File: src/rtl/row_mac_pkg.sv
// Shared definitions for the row multiply-accumulate engine: the row count,
// the accumulator width rule and the controller state encoding.
// Optional build macro: ROW_MAC_SIGNED_EN (two's complement operands).
package row_mac_pkg;

   // Number of A elements per row, B rows and B columns.
   localparam int ROWS = 8;

   typedef enum logic [1:0] {
      IDLE = 2'd0,
      ACC  = 2'd1,
      DONE = 2'd2
   } state_t;

   // A 2N-bit product summed 8 times needs 3 extra bits to never overflow.
   function automatic int acc_width(input int n);
      return 2 * n + 3;
   endfunction

endpackage

File: src/rtl/row_mac_lane.sv
// One output column of the row engine: a single N x N multiplier feeding an
// accumulator with synchronous clear and enable.
// Optional build macro: ROW_MAC_SIGNED_EN (operands are two's complement).
module row_mac_lane
   import row_mac_pkg::*;
#(
   parameter int N = 8
) (
   input  logic                    clk,
   input  logic                    rst_n,
   input  logic                    clr,
   input  logic                    en,
   input  logic [N-1:0]            a,
   input  logic [N-1:0]            b,
   output logic [acc_width(N)-1:0] sum
);

   localparam int ACC_W = acc_width(N);

   logic [2*N-1:0]   prod_w;
   logic [ACC_W-1:0] prod_ext;
   logic [ACC_W-1:0] acc_reg;

`ifdef ROW_MAC_SIGNED_EN
   // Sign-extend both operands to 2N bits so the product's low 2N bits are exact.
   assign prod_w   = $signed({{N{a[N-1]}}, a}) * $signed({{N{b[N-1]}}, b});
   assign prod_ext = {{(ACC_W - 2*N){prod_w[2*N-1]}}, prod_w};
`else
   // Zero-extend so the multiply is carried out at full 2N-bit precision.
   assign prod_w   = {{N{1'b0}}, a} * {{N{1'b0}}, b};
   assign prod_ext = {{(ACC_W - 2*N){1'b0}}, prod_w};
`endif

   // Running total including the current term; the controller captures this
   // on the last accumulation edge so no extra cycle is needed for the result.
   assign sum = acc_reg + prod_ext;

   // Accumulator register: clear wins over enable.
   always_ff @(posedge clk) begin
      if (!rst_n) begin
         acc_reg <= '0;
      end else if (clr) begin
         acc_reg <= '0;
      end else if (en) begin
         acc_reg <= sum;
      end
   end

endmodule

File: src/rtl/row_mac_engine.sv
// Row x matrix multiply-accumulate engine: y_j = sum_k a_k * b_kj for an
// 8-element row and an 8x8 matrix, one k per clock across 8 parallel lanes.
// Optional build macro: ROW_MAC_SIGNED_EN (two's complement operands).
module row_mac_engine
   import row_mac_pkg::*;
#(
   parameter int N = 8
) (
   input  logic                           clk,
   input  logic                           rst_n,
   input  logic                           start,
   input  logic [ROWS*N-1:0]              a_row,
   input  logic [ROWS*ROWS*N-1:0]         b_mat,
   output logic [ROWS*acc_width(N)-1:0]   y_row,
   output logic                           done,
   output logic                           busy
);

   localparam int ACC_W = acc_width(N);

   state_t           state_reg;
   logic [2:0]       k_reg;
   logic [N-1:0]     a_lat_reg [ROWS];
   logic [ROWS*ACC_W-1:0] y_row_reg;
   logic             done_reg;
   logic             busy_reg;

   logic [N-1:0]     b_arr [ROWS][ROWS];
   logic [ACC_W-1:0] sums  [ROWS];
   logic             lane_clr;
   logic             lane_en;

   // B is unpacked into a 2-D array so row k can be selected by the counter.
   genvar gi, gk;
   generate
      for (gk = 0; gk < ROWS; gk++) begin : g_brow
         for (gi = 0; gi < ROWS; gi++) begin : g_bcol
            assign b_arr[gk][gi] = b_mat[(ROWS*gk + gi)*N +: N];
         end
      end
   endgenerate

   // Lanes clear on the start edge and accumulate on every ACC edge that is
   // not an abort.
   assign lane_clr = (state_reg == IDLE) && start;
   assign lane_en  = (state_reg == ACC) && start;

   generate
      for (gi = 0; gi < ROWS; gi++) begin : g_lane
         row_mac_lane #(
            .N (N)
         ) u_lane (
            .clk   (clk),
            .rst_n (rst_n),
            .clr   (lane_clr),
            .en    (lane_en),
            .a     (a_lat_reg[k_reg]),
            .b     (b_arr[k_reg][gi]),
            .sum   (sums[gi])
         );
      end
   endgenerate

   // Controller: latches A, steps k through the row and publishes the result.
   always_ff @(posedge clk) begin
      if (!rst_n) begin
         state_reg <= IDLE;
         k_reg     <= '0;
         y_row_reg <= '0;
         done_reg  <= 1'b0;
         busy_reg  <= 1'b0;
         for (int i = 0; i < ROWS; i++) begin
            a_lat_reg[i] <= '0;
         end
      end else begin
         case (state_reg)
            IDLE: begin
               if (start) begin
                  for (int i = 0; i < ROWS; i++) begin
                     a_lat_reg[i] <= a_row[i*N +: N];
                  end
                  k_reg     <= '0;
                  busy_reg  <= 1'b1;
                  state_reg <= ACC;
               end
            end
            ACC: begin
               if (!start) begin
                  // Abort: previous result and done stay as they were.
                  k_reg     <= '0;
                  busy_reg  <= 1'b0;
                  state_reg <= IDLE;
               end else if (k_reg == 3'(ROWS - 1)) begin
                  for (int j = 0; j < ROWS; j++) begin
                     y_row_reg[j*ACC_W +: ACC_W] <= sums[j];
                  end
                  k_reg     <= '0;
                  done_reg  <= 1'b1;
                  busy_reg  <= 1'b0;
                  state_reg <= DONE;
               end else begin
                  k_reg <= k_reg + 3'd1;
               end
            end
            DONE: begin
               // Holding start high keeps the result; only a low start re-arms.
               if (!start) begin
                  done_reg  <= 1'b0;
                  state_reg <= IDLE;
               end
            end
            default: begin
               k_reg     <= '0;
               busy_reg  <= 1'b0;
               done_reg  <= 1'b0;
               state_reg <= IDLE;
            end
         endcase
      end
   end

   assign y_row = y_row_reg;
   assign done  = done_reg;
   assign busy  = busy_reg;

endmodule

File: config.mk
export PLATFORM = sky130hd
export DESIGN_NAME = row_mac_engine
export DESIGN_NICKNAME = d
export VERILOG_FILES = /design/src/rtl/row_mac_pkg.sv /design/src/rtl/row_mac_lane.sv /design/src/rtl/row_mac_engine.sv
export SDC_FILE = /design/constraint.sdc
export NUM_CORES = 2
export LEC_CHECK = 0
export BUFFER_PORTS_ARGS = -buffer_cell sky130_fd_sc_hd__buf_4
export CORE_AREA = 5 5 278 280
export DETAILED_ROUTE_END_ITERATION = 8
export DIE_AREA = 0 0 283 285
export PLACE_DENSITY = 0.86
export SYNTH_ARGS = -nofsm -noshare
export SYNTH_HDL_FRONTEND = slang
export SYNTH_SLANG_ARGS = --single-unit
File: constraint.sdc
create_clock -name clk -period 7.69 [get_ports clk]
set_input_delay 0.769 -clock clk [delete_from_list [all_inputs] [get_ports clk]]
set_output_delay 0.769 -clock clk [all_outputs]
set_load 0.02 [all_outputs]
==> reports/results.txt <==
The flow ran to the end, and the final reports show no timing, DRC or antenna violations. The sink count of the clock tree is 378, and the total CTS buffers is 46. Depth of the worst register-to-register path: 18. The instance count along the most critical hold path is 2. In this run the clock root is driven by a clkbuf_16. STA classifies the critical path startpoint as a register. STA puts the critical path data required time at 8150 ps. After synthesis, the netlist uses 78 different library cells. The tools report the total nets after synthesis as 5572. The clock passes through at most 3 buffers. The total overflow left after global routing is 0.

For this design the total switching power over the nets is 3.81 mW. Clock-pin slew was measured on the worst setup and hold paths at 70 ps. The run gives 34.8k as the total via count in the routed design.

The initial core utilization came out at 0.517. The proportion of total power due to net switching is 0.417. Measured along the x axis, the die boundary spans 283 um. Each instance of the synthesized netlist takes up on average 9.00 um2. The post-CTS setup repair buffer count is 0, and the share of layout cells above drive strength 1 is 0.227. The logs give 100 for the number of rows in the core area and 0 for the hold violation count in the final report. Static leakage power: 21.9 nW. The top cell types in the final layout, fill and taps aside, are buf_4, inv_1, nor2_1. In this run, synthesis inferred 64 flip-flops with an integrated enable.

The critical path is of the reg2reg type. The number of vias per cell after detailed routing was 5.87; the design internal power was 5.34 mW. The run gives 0 ps as the aggregate negative setup slack.

The worst hold path begins at a_row[24]. On the final layout, the worst clock skew is 34.7 ps. The logic gate share of total power came out at 0.509. The worst register-to-register path ends at y_row[149]. After detailed routing, the number of remaining DRC violations is 0. For the global-route usage over all layers, the log shows 0.368.

The power per cell area is 196 mW/mm2. After layout, the minimum clock period comes to 6660 ps. Setup slack on the worst reg-to-reg path comes out at 1030 ps.

The share of total power in sequential cells is 0.234. Entering global routing, the biggest net connects 88 pins. Setup repair after global routing left no endpoint under its margin. The worst register-to-register path begins at k_reg[0]. The run gives 2 as the maximum level of the CTS H-tree. The congestion estimate from routability-driven global placement came to 1.01. TritonCTS built the clock tree. Gates resized during post-CTS repair numbered 0.

DRC marker count from the first detailed-route iteration: 3085. Yosys printed 0 warnings. Count of fill cells added during filler insertion: 6080. In the final design database the tool counted 6208 nets.

The tools report the headroom to the max-slew limit as 0.247. The post-layout total power is 9.15 mW. Before antenna repair, the detailed router went through 7 iterations.

The highest net fanout along the worst path was 44. The routed length per placed instance was 25.6 um; the total die area was 0.0807 mm2. The initial antenna violation count was 59. Leaving out fill and tap cells, the most frequent cell in the layout is buf_4. The detailed placement HPWL came out at 121 mm. Data on the critical path arrives at its endpoint at 7120 ps.

The tool flagged a number of max-cap violations equal to 0. STA classifies the critical path endpoint as a register. Clock latency on the worst-skew pair, taken at its later pin, is 610 ps.

The total standard cell area after synthesis is 0.0383 mm2, and the number of port buffers is 732. After clock tree synthesis, the flow added hold-fix buffers numbering 0. The share of async-settable or async-resettable flops after synthesis was 0. The antenna violation net count after detailed routing came out at 0.

In this run the worst hold path is classified as in2reg. The tools report the final-report max-slew violation count as 0. The logs give 152 mm for the total detailed-routing wirelength and 0.257 for the share of total power in the clock network. The logs give 35.6k for the via count of the first global-routing pass and 0.000172 V for the maximum ir drop on the vdd rail. Derived from the worst setup path, the maximum achievable clock frequency is 150 MHz. The final setup violation count was 0; the register bit total from synthesis was 378. At the pin with the least slew margin, the transition time is 1130 ps. The synthesis-to-layout area growth is 21.4%, and the period utilization is 0.866. For hold timing, the worst endpoint is a_lat_reg[3][0]. The register area share after synthesis is 0.214. Among all flip-flop cells after synthesis, the most frequent one is dfxtp_1.

In the synthesized netlist, the number of instances is 4263. The total area inside the core boundary comes to 0.0742 mm2. The number of I/O pins is 733, and the global-route wire length before repair is 225 mm. The die height came out at 285 um.
==> through the flow <==
stage,hold slack (ps),instance area [um2],std cells,worst slack (ps),utilization
floorplan,425,38300,4263,1970,-
global placement,435,44900,5820,1150,0.605
finish,431,46600,5929,1030,0.628
global route,438,46500,5919,649,0.627
detailed placement,446,44900,5820,1130,0.605
CTS,421,46500,5903,1090,0.627
==> power groups by stage <==
stage               logic [mW]  registers, mW  clock network, mW
detailed placement        4.55           2.18                  0
global placement          4.41           2.18                  0
finish                    4.66           2.14               2.35
global route              5.19           2.14               2.45
floorplan                 3.24           2.16                  0
CTS                       4.60           2.14               2.37
==> routing by layer <==
metal	up-vias	GRT usage	wire length, um
met2	2104	0.568	66800
met3	498	0.175	22400
met1	17000	0.430	53200
li1	15200	-	-
met4	48	0.192	9320
met5	-	0	342
==> worst max-delay path: stages, from the launching register on <==
cell and delay (ps):
dfxtp_4 510, buf_12 340, mux4_2 600, mux2i_1 680, nor2_1 220, fa_1 560, fa_1 500, fa_1 500
inv_1 50, fa_1 470, inv_1 40, ha_1 340, a211oi_1 440, nor3_1 110, nor4b_1 460, o21ai_0 190
xnor2_1 250, o21a_1 140, nor2_1 40
==> worst max-delay path by stage <==
| stage | from | end | slack [ps] | depth (start not counted) |
|---|---|---|---|---|
| after detailed placement | k_reg[0] | y_row[149] | 1130 | 18 |
| after global placement | k_reg[0] | y_row[149] | 1150 | 18 |
| final | k_reg[0] | y_row[149] | 1030 | 18 |
| after floorplan | k_reg[0] | y_row[18] | 1970 | 20 |
| after global routing | k_reg[0] | y_row[73] | 650 | 21 |
| after CTS | k_reg[0] | y_row[149] | 1090 | 18 |
==> Yosys cell counts, types with 19 or more instances <==
cell / count / share of area
inv_1: 769 / 0.075
nor2_1: 488 / 0.048
nand2_1: 449 / 0.044
fa_1: 400 / 0.21
ha_1: 330 / 0.11
dfxtp_1: 314 / 0.16
a21oi_1: 218 / 0.028
mux4_2: 144 / 0.085
clkbuf_1: 128 / 0.013
o21ai_0: 109 / 0.014
and2_1: 79 / 0.013
edfxtp_1: 64 / 0.050
buf_2: 55 / 0.0072
xnor2_1: 53 / 0.012
nand3_1: 52 / 0.0068
a22oi_1: 48 / 0.0094
or2_1: 40 / 0.0065
xor2_1: 39 / 0.0089
a211oi_1: 36 / 0.0070
o21a_1: 34 / 0.0067
a21o_1: 30 / 0.0059
mux2i_2: 30 / 0.011
nor3_1: 30 / 0.0039
mux2_2: 26 / 0.0076
mux2i_1: 26 / 0.0068
or2_2: 25 / 0.0041
a31oi_1: 21 / 0.0034
nand4_1: 21 / 0.0034
nand2b_1: 20 / 0.0033
nor2b_1: 19 / 0.0031
o21ai_1: 19 / 0.0025
==> logic make-up after synthesis <==
kind of cell,after synthesis,share of synthesized area
adders and majority gates,730,0.316
xor gates and xnor gates,92,0.0210
buffers and inverters,968,0.0967
muxes,226,0.110
AOI/OAI and AO/OA,605,0.0985
DFF,378,0.214
and+or+nand+nor,1264,0.143
==> area by class of cell <==
type	instances	area, um2	share of cell area
repair buffers	786	6000	0.129
inverters	770	2900	0.0622
clock buffers	55	1240	0.0265
clock inverters	28	358	0.00768
well taps	969	1210	0.0260
flip-flops and latches	378	8220	0.176
multi-input cells	2917	26600	0.571
diodes	26	65.1	0.00140
(Power assumes the default switching activity.)
